$ cat config.mk
export PLATFORM = sky130hd
export DESIGN_NAME = pipe_hazard_ctrl
export DESIGN_NICKNAME = d
export VERILOG_FILES = /design/src/rtl/pipe_hazard_ctrl.sv
export SDC_FILE = /design/constraint.sdc
export NUM_CORES = 1
export LEC_CHECK = 0
export ABC_AREA = 1
export CORE_ASPECT_RATIO = 0.6
export CORE_UTILIZATION = 38
export DETAILED_ROUTE_END_ITERATION = 10
export HOLD_SLACK_MARGIN = 0.1
export PLACE_DENSITY = 0.87
export RECOVER_POWER = 100
export SLEW_MARGIN = 20
export SYNTH_ARGS = -nofsm -noshare
export SYNTH_HDL_FRONTEND = slang
export SYNTH_SLANG_ARGS = --single-unit
$ cat constraint.sdc
create_clock -name clk -period 2.8 [get_ports clk]
set_input_delay 0.42 -clock clk [delete_from_list [all_inputs] [get_ports clk]]
set_output_delay 0.42 -clock clk [all_outputs]
set_load 0.03 [all_outputs]
$ cat src/rtl/pipe_hazard_ctrl.sv
// pipe_hazard_ctrl: pipeline stall/flush sequencer with memory-wait watchdog; define PIPE_PERF_EN for stall/flush counters
module pipe_hazard_ctrl #(
    parameter int MEM_TIMEOUT = 16,
    parameter int CNT_W = 32
) (
    input  logic             clk,
    input  logic             rst_n,
    input  logic             load_use,
    input  logic             br_mispredict,
    input  logic             dmem_req,
    input  logic             dmem_ready,
    output logic             pc_en,
    output logic             if_id_en,
    output logic             id_ex_en,
    output logic             ex_mem_en,
    output logic             mem_wb_en,
    output logic             if_id_flush,
    output logic             id_ex_flush,
    output logic             pc_redirect,
    output logic             btb_upd,
    output logic             mem_timeout,
    output logic [1:0]       state,
    output logic [CNT_W-1:0] stall_cnt,
    output logic [CNT_W-1:0] flush_cnt
);
    localparam int WW = $clog2(MEM_TIMEOUT) + 1;
    typedef enum logic [1:0] {INIT, RUN, MEM_WAIT, TIMEOUT} state_t;
    state_t cur, nxt;
    logic [WW-1:0] wait_cnt, wait_nxt;
    logic mem_stall, to_set;
    assign state = cur;
    always_ff @(posedge clk or negedge rst_n)
        if (!rst_n) begin
            cur <= INIT;
            wait_cnt <= '0;
            mem_timeout <= 1'b0;
        end else begin
            cur <= nxt;
            wait_cnt <= wait_nxt;
            mem_timeout <= mem_timeout | to_set;
        end
    always_comb begin
        nxt = cur;
        wait_nxt = wait_cnt;
        to_set = 1'b0;
        {pc_en, if_id_en, id_ex_en, ex_mem_en, mem_wb_en} = '0;
        {if_id_flush, id_ex_flush, pc_redirect, btb_upd} = '0;
        mem_stall = ((cur == RUN && dmem_req) || cur == MEM_WAIT) && !dmem_ready;
        case (cur)
            INIT: begin
                {if_id_flush, id_ex_flush} = 2'b11;
                nxt = RUN;
            end
            TIMEOUT: nxt = TIMEOUT;
            default: begin
                if (mem_stall) begin
                    if (cur == RUN) begin
                        nxt = MEM_WAIT;
                        wait_nxt = WW'(1);
                    end else if (wait_cnt == WW'(MEM_TIMEOUT - 1)) begin
                        nxt = TIMEOUT;
                        to_set = 1'b1;
                    end else
                        wait_nxt = wait_cnt + WW'(1);
                end else begin
                    nxt = RUN;
                    wait_nxt = '0;
                    // a mispredict squashes the ID instruction, so it masks load_use
                    pc_en = br_mispredict | !load_use;
                    if_id_en = br_mispredict | !load_use;
                    {id_ex_en, ex_mem_en, mem_wb_en} = 3'b111;
                    if_id_flush = br_mispredict;
                    id_ex_flush = br_mispredict | load_use;
                    pc_redirect = br_mispredict;
                    btb_upd = br_mispredict;
                end
            end
        endcase
    end
`ifdef PIPE_PERF_EN
    always_ff @(posedge clk or negedge rst_n)
        if (!rst_n) begin
            stall_cnt <= '0;
            flush_cnt <= '0;
        end else begin
            if ((cur == RUN || cur == MEM_WAIT) && !pc_en && !(&stall_cnt))
                stall_cnt <= stall_cnt + CNT_W'(1);
            if (btb_upd && !(&flush_cnt))
                flush_cnt <= flush_cnt + CNT_W'(1);
        end
`else
    assign stall_cnt = '0;
    assign flush_cnt = '0;
`endif
endmodule
; Word-level counts from Yosys, hierarchy flattened
; Index checks and enable logic that the tools add are counted.
[totals]
reg_bits = 8
in_bits = 6
out_inout_bits = 76
word_cells = 42
[op_classes]
add_sub_neg = 1
eq_ne = 6
n_mux = 20
bitwise = 4
n_reduce_logical = 8
[ops]
columns = op, count
row1 = $mux W5, 3
row2 = $mux W1, 11
row3 = $mux W2, 3
row4 = $add A5 B1 Y5 const B, 1
row5 = $eq A5 B4 Y1 const B, 1
row6 = $ne A5 B1 Y1 const B, 1
row7 = $eq A2 B2 Y1 const B, 2
row8 = $pmux W1 S2, 2
row9 = $pmux W2 S2, 1
row10 = $ne A3 B3 Y1 const B, 1
row11 = $or A1 B1 Y1, 3
row12 = $eq A2 B1 Y1 const B, 1
row13 = $logic_and A1 B1 Y1, 2
row14 = $logic_not A1 Y1, 2
row15 = $logic_not A2 Y1, 1
row16 = $reduce_and A2 Y1, 1
row17 = $reduce_or A2 Y1, 1
row18 = $logic_or A1 B1 Y1, 1
row19 = $not A1 Y1, 1

; Longest topological paths before layout
; Gate-level depths: netlist of run 1.
[logic_depth]
ltp_word = 7
mapped_depth = 11
mapped_depth_nobuf = 11

; Least setup slack after synthesis of run 1
; OpenSTA, ideal clock, no wires.
[synth_path]
path_type = register -> output
startpoint = reg cur[1], in the netlist state[1]
endpoint = out pc_en
arrival_time_ps = 2033
required_ps = 2380
slack_ps = 347
stages_incl_launch_ff = 9
path_buffers = 1
cell_sequence = dfrtp_1 -> inv_1 -> ha_1 -> nand2_2 -> nand2_4 -> nand2_1 -> nand2_1 -> a21oi_1 -> buf_4
[synth_between]
elab_chain_cells = 6
word_cells_on_any_way = 10
classes_between = eq/ne (3) / mux (2) / reduce/logical (5)
[synth_rtl]
columns = item, line
row1 = "start, declared", 28  ; state_t cur, nxt;
row2 = "start signal, assigned", 38  ; cur <= nxt;
row3 = $eq A2 B1 Y1, 48  ; mem_stall = ((cur == RUN && dmem_req) || cur == MEM_WAIT) && !dmem_ready;
row4 = $logic_and A1 B1 Y1, 48
row5 = $logic_or A1 B1 Y1, 48
row6 = $logic_and A1 B1 Y1, 48
row7 = $mux W1, -
row8 = $mux W1 (*), -
row9 = "end, declared", 12  ; output logic pc_en,
; Every way passes the cells marked *; elsewhere a longest branch is shown, timed or not.

; Worst setup path after layout of run 1
[layout_path]
startpoint = reg cur[1], in the netlist state[1]
endpoint = out mem_wb_en
[layout_between]
elab_chain_cells = 6
word_cells_on_any_way = 10
classes_between = eq/ne (3) / mux (2) / reduce/logical (5)
[layout_rtl]
columns = item, line
row1 = $eq A2 B1 Y1, 48
row2 = $logic_and A1 B1 Y1, 48
row3 = $logic_or A1 B1 Y1, 48
row4 = $logic_and A1 B1 Y1, 48
row5 = $mux W1, 56  ; if (mem_stall) begin
row6 = $mux W1 (*), 49  ; case (cur)
row7 = "end, declared", 16  ; output logic mem_wb_en,
; Marked as above.

==> impl_results.md, run 1 <==
* DP HPWL at 1610 µm
* Nets at 181
* Area growth syn-to-layout at -0.772%
* CP Class: register to primary output
* Adder-Cell Fraction of Synth Area at 6.62%
* Multiplexer share of the synthesized area at 0%
* Worst Path Max Fanout at 5
* Number of port buffers at 17
* Post-Route WL at 2020 µm
* Core area at 2660 µm²
* Yosys top cell by area: buf_4
* DR vias at 768
* Total CTS buffers at 3
* Sink Count at 8
* WP data required at 2.38 ns
* Count of synthesis-stage warnings from yosys at 0
* Post-Synth Simple-Gate Area at 20.4%
* Flops & latches, synth at 8
* CTS tree: yes
* Clock Tree Root: clkbuf_8
* Vias per inst at 3.71
* Max-cap violations at 0
* GRT Total Usage at 12.0%
* FF+latch area at 200 µm²
* DRC violations left at 0
* Most frequent cells in the layout: conb_1, nand2_1, inv_1, dfrtp_1
* Critical path arrival at 2.25 ns
* Clk buf depth at 2
* Peak VDD IR at 0.210 mV
* Total power draw at 380 µW
* First-iteration detailed-routing DRC count at 29
* Register area share after synthesis at 17.6%
* Worst-skew pair later-pin latency at 0.23 ns
* Leakage at 0.000725 µW
* Hold Buf Count CTS at 0
* # rows at 14
* Initial Util at 42.6%
* Final Hold Vio Count at 0
* Initial antenna violation count at 0
* RePlAce Congestion at 0.808
* Multi-input logic area at 593 µm²
* Pwr dens at 338 nW/µm²
* Setup crit end kind: primary output
* Wirelength per Cell at 9.77 µm
* Die Y-Extent at 44.3 µm
* Synth top area cells: buf_4, dfrtp_1, nand2_1, ha_1, inv_1
* Largest net degree at the start of global routing at 9
* Die area at 3220 µm²
* Routed Antenna Nets at 0
* Startpoint Class: register
* Avg Cell Area, Syn at 7.42 µm²
* Outcome: finished clean
* Mapped Cells at 153
* IO Pins at 82
* Clock slew at the register clock pins of the worst setup and hold paths at 0.04 ns
* Post-Syn Area at 1130 µm²
* Vias in the first global route at 571
* R2R Setup Slk at 0.66 ns
* Fmax at 0.375 GHz
* H-tree levels at 1
* Commonest non-fill, non-tap cell in the layout: conb_1
* Largest family of logic cells by synthesized area: buffers and inverters
* Layout filler cell count at 286
* Tcrit/Tclk final at 95.2%
* Die X at 72.6 µm
* Library cells used by synthesis at 23
* GRT Residual Overflow at 0
* First-pass GRT wire length at 2800 µm
* Final setup fails at 0
* Final Max Tran Viols at 0
* Top-area cell type share of the netlist area at 45.0%
* DR pass1 iterations at 5
* Share of cells above drive strength 1 at 5.99%
* Post-Synth XOR/XNOR Area at 0.772%
* Post-layout util at 42.3%
* Compound-Gate Fraction of Synth Area at 3.97%
* HP Class: register to register
* Min Hold Slack at 0.483 ns
* Worst Skew at 0.000943 ns
* Post-layout min period at 2.67 ns
* Antenna diodes at 0
-- synthesized netlist by cell type, drive strengths merged --
| cell | n |
|---|---|
| nor2 | 7 |
| a21oi | 2 |
| o22ai | 1 |
| buf | 68 |
| o21bai | 1 |
| conb | 1 |
| inv | 14 |
| nand2 | 31 |
| dfrtp | 8 |
| o211ai | 1 |
| ha | 6 |
| o21ai | 2 |
| xnor2 | 1 |
| nand3 | 7 |
| nor3 | 1 |
| nand4 | 1 |
| clkbuf | 1 |
-- routing by layer --
layer	part of all wire [%]	global-route usage, %	up-vias
met5	0	0	-
met4	1.0	2.35	0
met3	8.5	5.69	4
met2	48	16.8	43
met1	42	16.9	356
li1	-	-	365
-- cell families after synthesis --
group / count (synthesis)
buf+inv: 83
simple gates: 47
flops: 8
compound gates: 7
fa+ha+maj: 6
xor+xnor: 1
other cells: 1
-- state kept, by name, indices dropped and copies added, names as in the netlist --
name	cells
wait_cnt	5
state	2
mem_timeout	1
-- power by group --
group	switching, µW	internal, µW	leakage (µW)	total [µW]
logic	119	6.13	0.000602	125
clock network	45.8	93.2	0.0000216	139
registers	0	116	0.000101	116
total	165	215	0.000725	380
-- critical path: stages, from the launching register on --
cell	delay [ns]
dfrtp_1	0.41
inv_1	0.09
ha_1	0.26
nand2_2	0.11
nand2_4	0.08
nand2_1	0.11
nand2_1	0.11
inv_1	0.14
clkdlybuf4s50_1	0.69
-- worst paths after layout --
kind,start,to,cells past startpoint
worst max-delay path,state[1],mem_wb_en,8
worst min-delay path,mem_timeout,mem_timeout,1
worst max register to register,wait_cnt[0],wait_cnt[1],11
worst min register to register,mem_timeout,mem_timeout,1
max in group asynchronous,rst_n,wait_cnt[3],1
min in group asynchronous,rst_n,wait_cnt[1],1
-- cell type report --
| cell class | count | share of cell area (%) |
|---|---|---|
| Multi-Input combinational cell | 125 | 52.7 |
| Timing Repair Buffer | 17 | 16.7 |
| Sequential cell | 8 | 17.8 |
| Clock buffer | 3 | 3.67 |
| Tap cell | 40 | 4.44 |
| Inverter | 14 | 4.78 |
-- through the flow --
stage / setup TNS [ns] / setup WS (ns) / area [µm²] / instances
floorplan: 0 / 0.347 / 1370 / 216
global placement: 0 / 0.280 / 1080 / 204
detailed placement: 0 / 0.252 / 1080 / 204
CTS: 0 / 0.104 / 1120 / 207
global route: -0.0178 / -0.0178 / 1130 / 207
finish: 0 / 0.133 / 1130 / 207
-- timing repair --
action / CTS / global route
setup buffers: 0 / 0
endpoints found under the hold margin: 0 / 0
setup endpoints to repair: 0 / 8
gates resized for setup: 0 / 7
No activity file was read; power rests on OpenSTA's default activity.
==> run 2, diff against run 1 <==
--- a/config.mk
+++ b/config.mk
@@ -10,6 +10,7 @@
 export CORE_UTILIZATION = 38
 export DETAILED_ROUTE_END_ITERATION = 10
 export HOLD_SLACK_MARGIN = 0.1
+export MAX_ROUTING_LAYER = met4
 export PLACE_DENSITY = 0.87
 export RECOVER_POWER = 100
 export SLEW_MARGIN = 20
==> run 2 against run 1 <==
Utilization unchanged. Final cell count unchanged. Register-to-register slack about the same. Combinational power about the same. Largest power group unchanged.
==> impl_results.md, run 2 (synthesis gave the netlist of run 1 again) <==
* HP Class: register to register
* Clk buf depth at 2 (unchanged)
* Placed cells at 204 (unchanged)
* H-tree levels at 1 (unchanged)
* Post-Route WL at 2030 µm (+0.15%)
* GRT Residual Overflow at 0 (unchanged)
* Fmax at 0.375 GHz (+0.11%)
* GRT Total Usage at 12.4% (+0.34 points)
* Largest stage delay on the critical path at 0.69 ns (about the same)
* Nets at 181 (unchanged)
* Sink Count at 8 (unchanged)
* Capture point of the worst reg-to-reg path: wait_cnt[1]
* CP Class: register to primary output
* DP HPWL at 1610 µm (unchanged)
* Design Area, Final at 1130 µm² (unchanged)
* Outcome: finished clean
* Pwr dens at 338 nW/µm² (+0.14%)
* Tcrit/Tclk final at 95.1% (-0.10 points)
* Routed Antenna Nets at 0 (unchanged)
* Area growth syn-to-layout at -0.772% (unchanged)
* First-iteration detailed-routing DRC count at 30 (+3.4%)
* Core area at 2660 µm² (unchanged)
* Initial antenna violation count at 0 (unchanged)
* Leakage at 0.000725 µW (unchanged)
* CTS tree: yes
* CP bufs+invs at 4 (+1)
* Comb pwr share at 32.9% (about the same)
* R2R Setup Slk at 0.66 ns (about the same)
* DP Area at 1080 µm² (unchanged)
* Die area at 3220 µm² (unchanged)
* Worst R2R Start: wait_cnt[0]
* # rows at 14 (unchanged)
* Reg with most FFs: wait_cnt
* Final Max Tran Viols at 0 (unchanged)
* Max FFs per register at 5 (unchanged)
* Vias per inst at 3.69 (-0.65%)
* Worst hold path startpoint: mem_timeout
* Startpoint Class: register
* Die X at 72.6 µm (unchanged)
* DRC violations left at 0 (unchanged)
* Most used cell, CP: inv_1
* Largest net degree at the start of global routing at 9 (unchanged)
* Worst Skew at 0.000523 ns (-0.000420 ns)
* NetSw at 165 µW (+0.30%)
* Die Y-Extent at 44.3 µm (unchanged)
* Initial Util at 42.6% (unchanged)
* Final setup fails at 0 (unchanged)
* Cells on worst reg2reg path at 11 (unchanged)
* RePlAce Congestion at 0.819 (+1.5%)
* Worst-skew pair later-pin latency at 0.23 ns (about the same)
* Min Hold Slack at 0.483 ns (-0.0000300 ns)
* Crit path cell chain: inv_1 -> ha_1 -> inv_1 -> nand2_4 -> nand2_1 -> nand2_1 -> inv_1 -> clkdlybuf4s50_1
* Hold Crit Depth at 1 (unchanged)
* Post_cts resized at 0 (unchanged)
* Most frequent cells in the layout: conb_1, nand2_1, inv_1, dfrtp_1
* Hold Buf Count CTS at 0 (unchanged)
* IO Pins at 82 (unchanged)
* Total CTS buffers at 3 (unchanged)
* CP max stage cell: clkdlybuf4s50_1
* Post-layout min period at 2.66 ns (-0.00285 ns)
* Layout Cells excl Fill at 207 (unchanged)
* Worst Path Max Fanout at 5 (unchanged)
* Wirelength per Cell at 9.79 µm (+0.15%)
* Critical path arrival at 2.24 ns (about the same)
* Hold endpoint: mem_timeout
* Setup crit end kind: primary output
* Vias in the first global route at 575 (+0.70%)
* Total power draw at 381 µW (+0.14%)
* Share of cells above drive strength 1 at 5.99% (unchanged)
* Commonest non-fill, non-tap cell in the layout: conb_1
* Clock slew at the register clock pins of the worst setup and hold paths at 0.04 ns (about the same)
* First-pass GRT wire length at 2790 µm (-0.50%)
* Clock power frac at 36.6% (about the same)
* Sw Share at 43.4% (+0.069 points)
* Clock Tree Root: clkbuf_8
* Antenna diodes at 0 (unchanged)
* Sequential power share at 30.5% (about the same)
* Internal power at 215 µW (about the same)
* DR pass1 iterations at 4 (-1)
* Delay-heaviest family, CP: buffers and inverters
* Final Hold Vio Count at 0 (unchanged)
* DR vias at 763 (-0.65%)
* Setup Fix Bufs, Post-CTS at 0 (unchanged)
* Max-cap violations at 0 (unchanged)
* Number of port buffers at 17 (unchanged)
* WP data required at 2.38 ns (about the same)
* Peak VDD IR at 0.210 mV (-0.10%)
==> run 2: power groups by stage <==
stage	clock network [µW]	logic, µW	registers [µW]
after floorplan	0	183	118
after detailed placement	0	124	118
after CTS	143	124	116
after global placement	0	123	118
after global routing	156	131	116
final	139	125	116
==> run 2: worst max-delay path by stage <==
stage | start | to | slack [ns] | cells after the start
2_1_floorplan | state[1] | pc_en | 0.35 | 8
3_3_place_gp | dmem_ready | pc_redirect | 0.28 | 6
3_5_place_dp | dmem_ready | pc_en | 0.25 | 6
4_1_cts | state[1] | pc_en | 0.10 | 8
5_1_grt | state[1] | mem_wb_en | -0.02 | 8
6_report | state[0] | mem_wb_en | 0.14 | 8
==> run 2: layout make-up <==
cell class | instances | area (µm²)
repair buffers | 17 | 188
flip-flops and latches | 8 | 200
multi-input cells | 125 | 593
well taps | 40 | 50.0
clock buffers | 3 | 41.3
fillers | 286 | 1540
inverters | 14 | 53.8
==> run 2: layer usage <==
layer / track usage, % / share of wire (%) / up-vias
met1: 16.7 / 43 / 349
li1: - / - / 367
met4: 2.35 / 0.94 / 0
met2: 16.8 / 48 / 43
met3: 5.69 / 8.5 / 4
met5: - / 0 / -
==> run 2: through the flow <==
stage,worst slack (ns),setup TNS [ns],util (%)
after global placement,0.280,0,40.4
after CTS,0.104,0,42.0
after floorplan,0.347,0,-
final,0.136,0,42.3
after detailed placement,0.252,0,40.4
after global routing,-0.0178,-0.0178,42.3
==> run 2: worst register-to-register path: stages (launching register included) <==
cell and delay (ns):
dfrtp_1 0.42, ha_1 0.22, nand2_1 0.08, nor2_1 0.11, ha_1 0.21, inv_1 0.05, nor2_1 0.16, nand3_4 0.09
nand2_1 0.24, clkinvlp_2 0.27, nand2_1 0.13, nand2_1 0.05
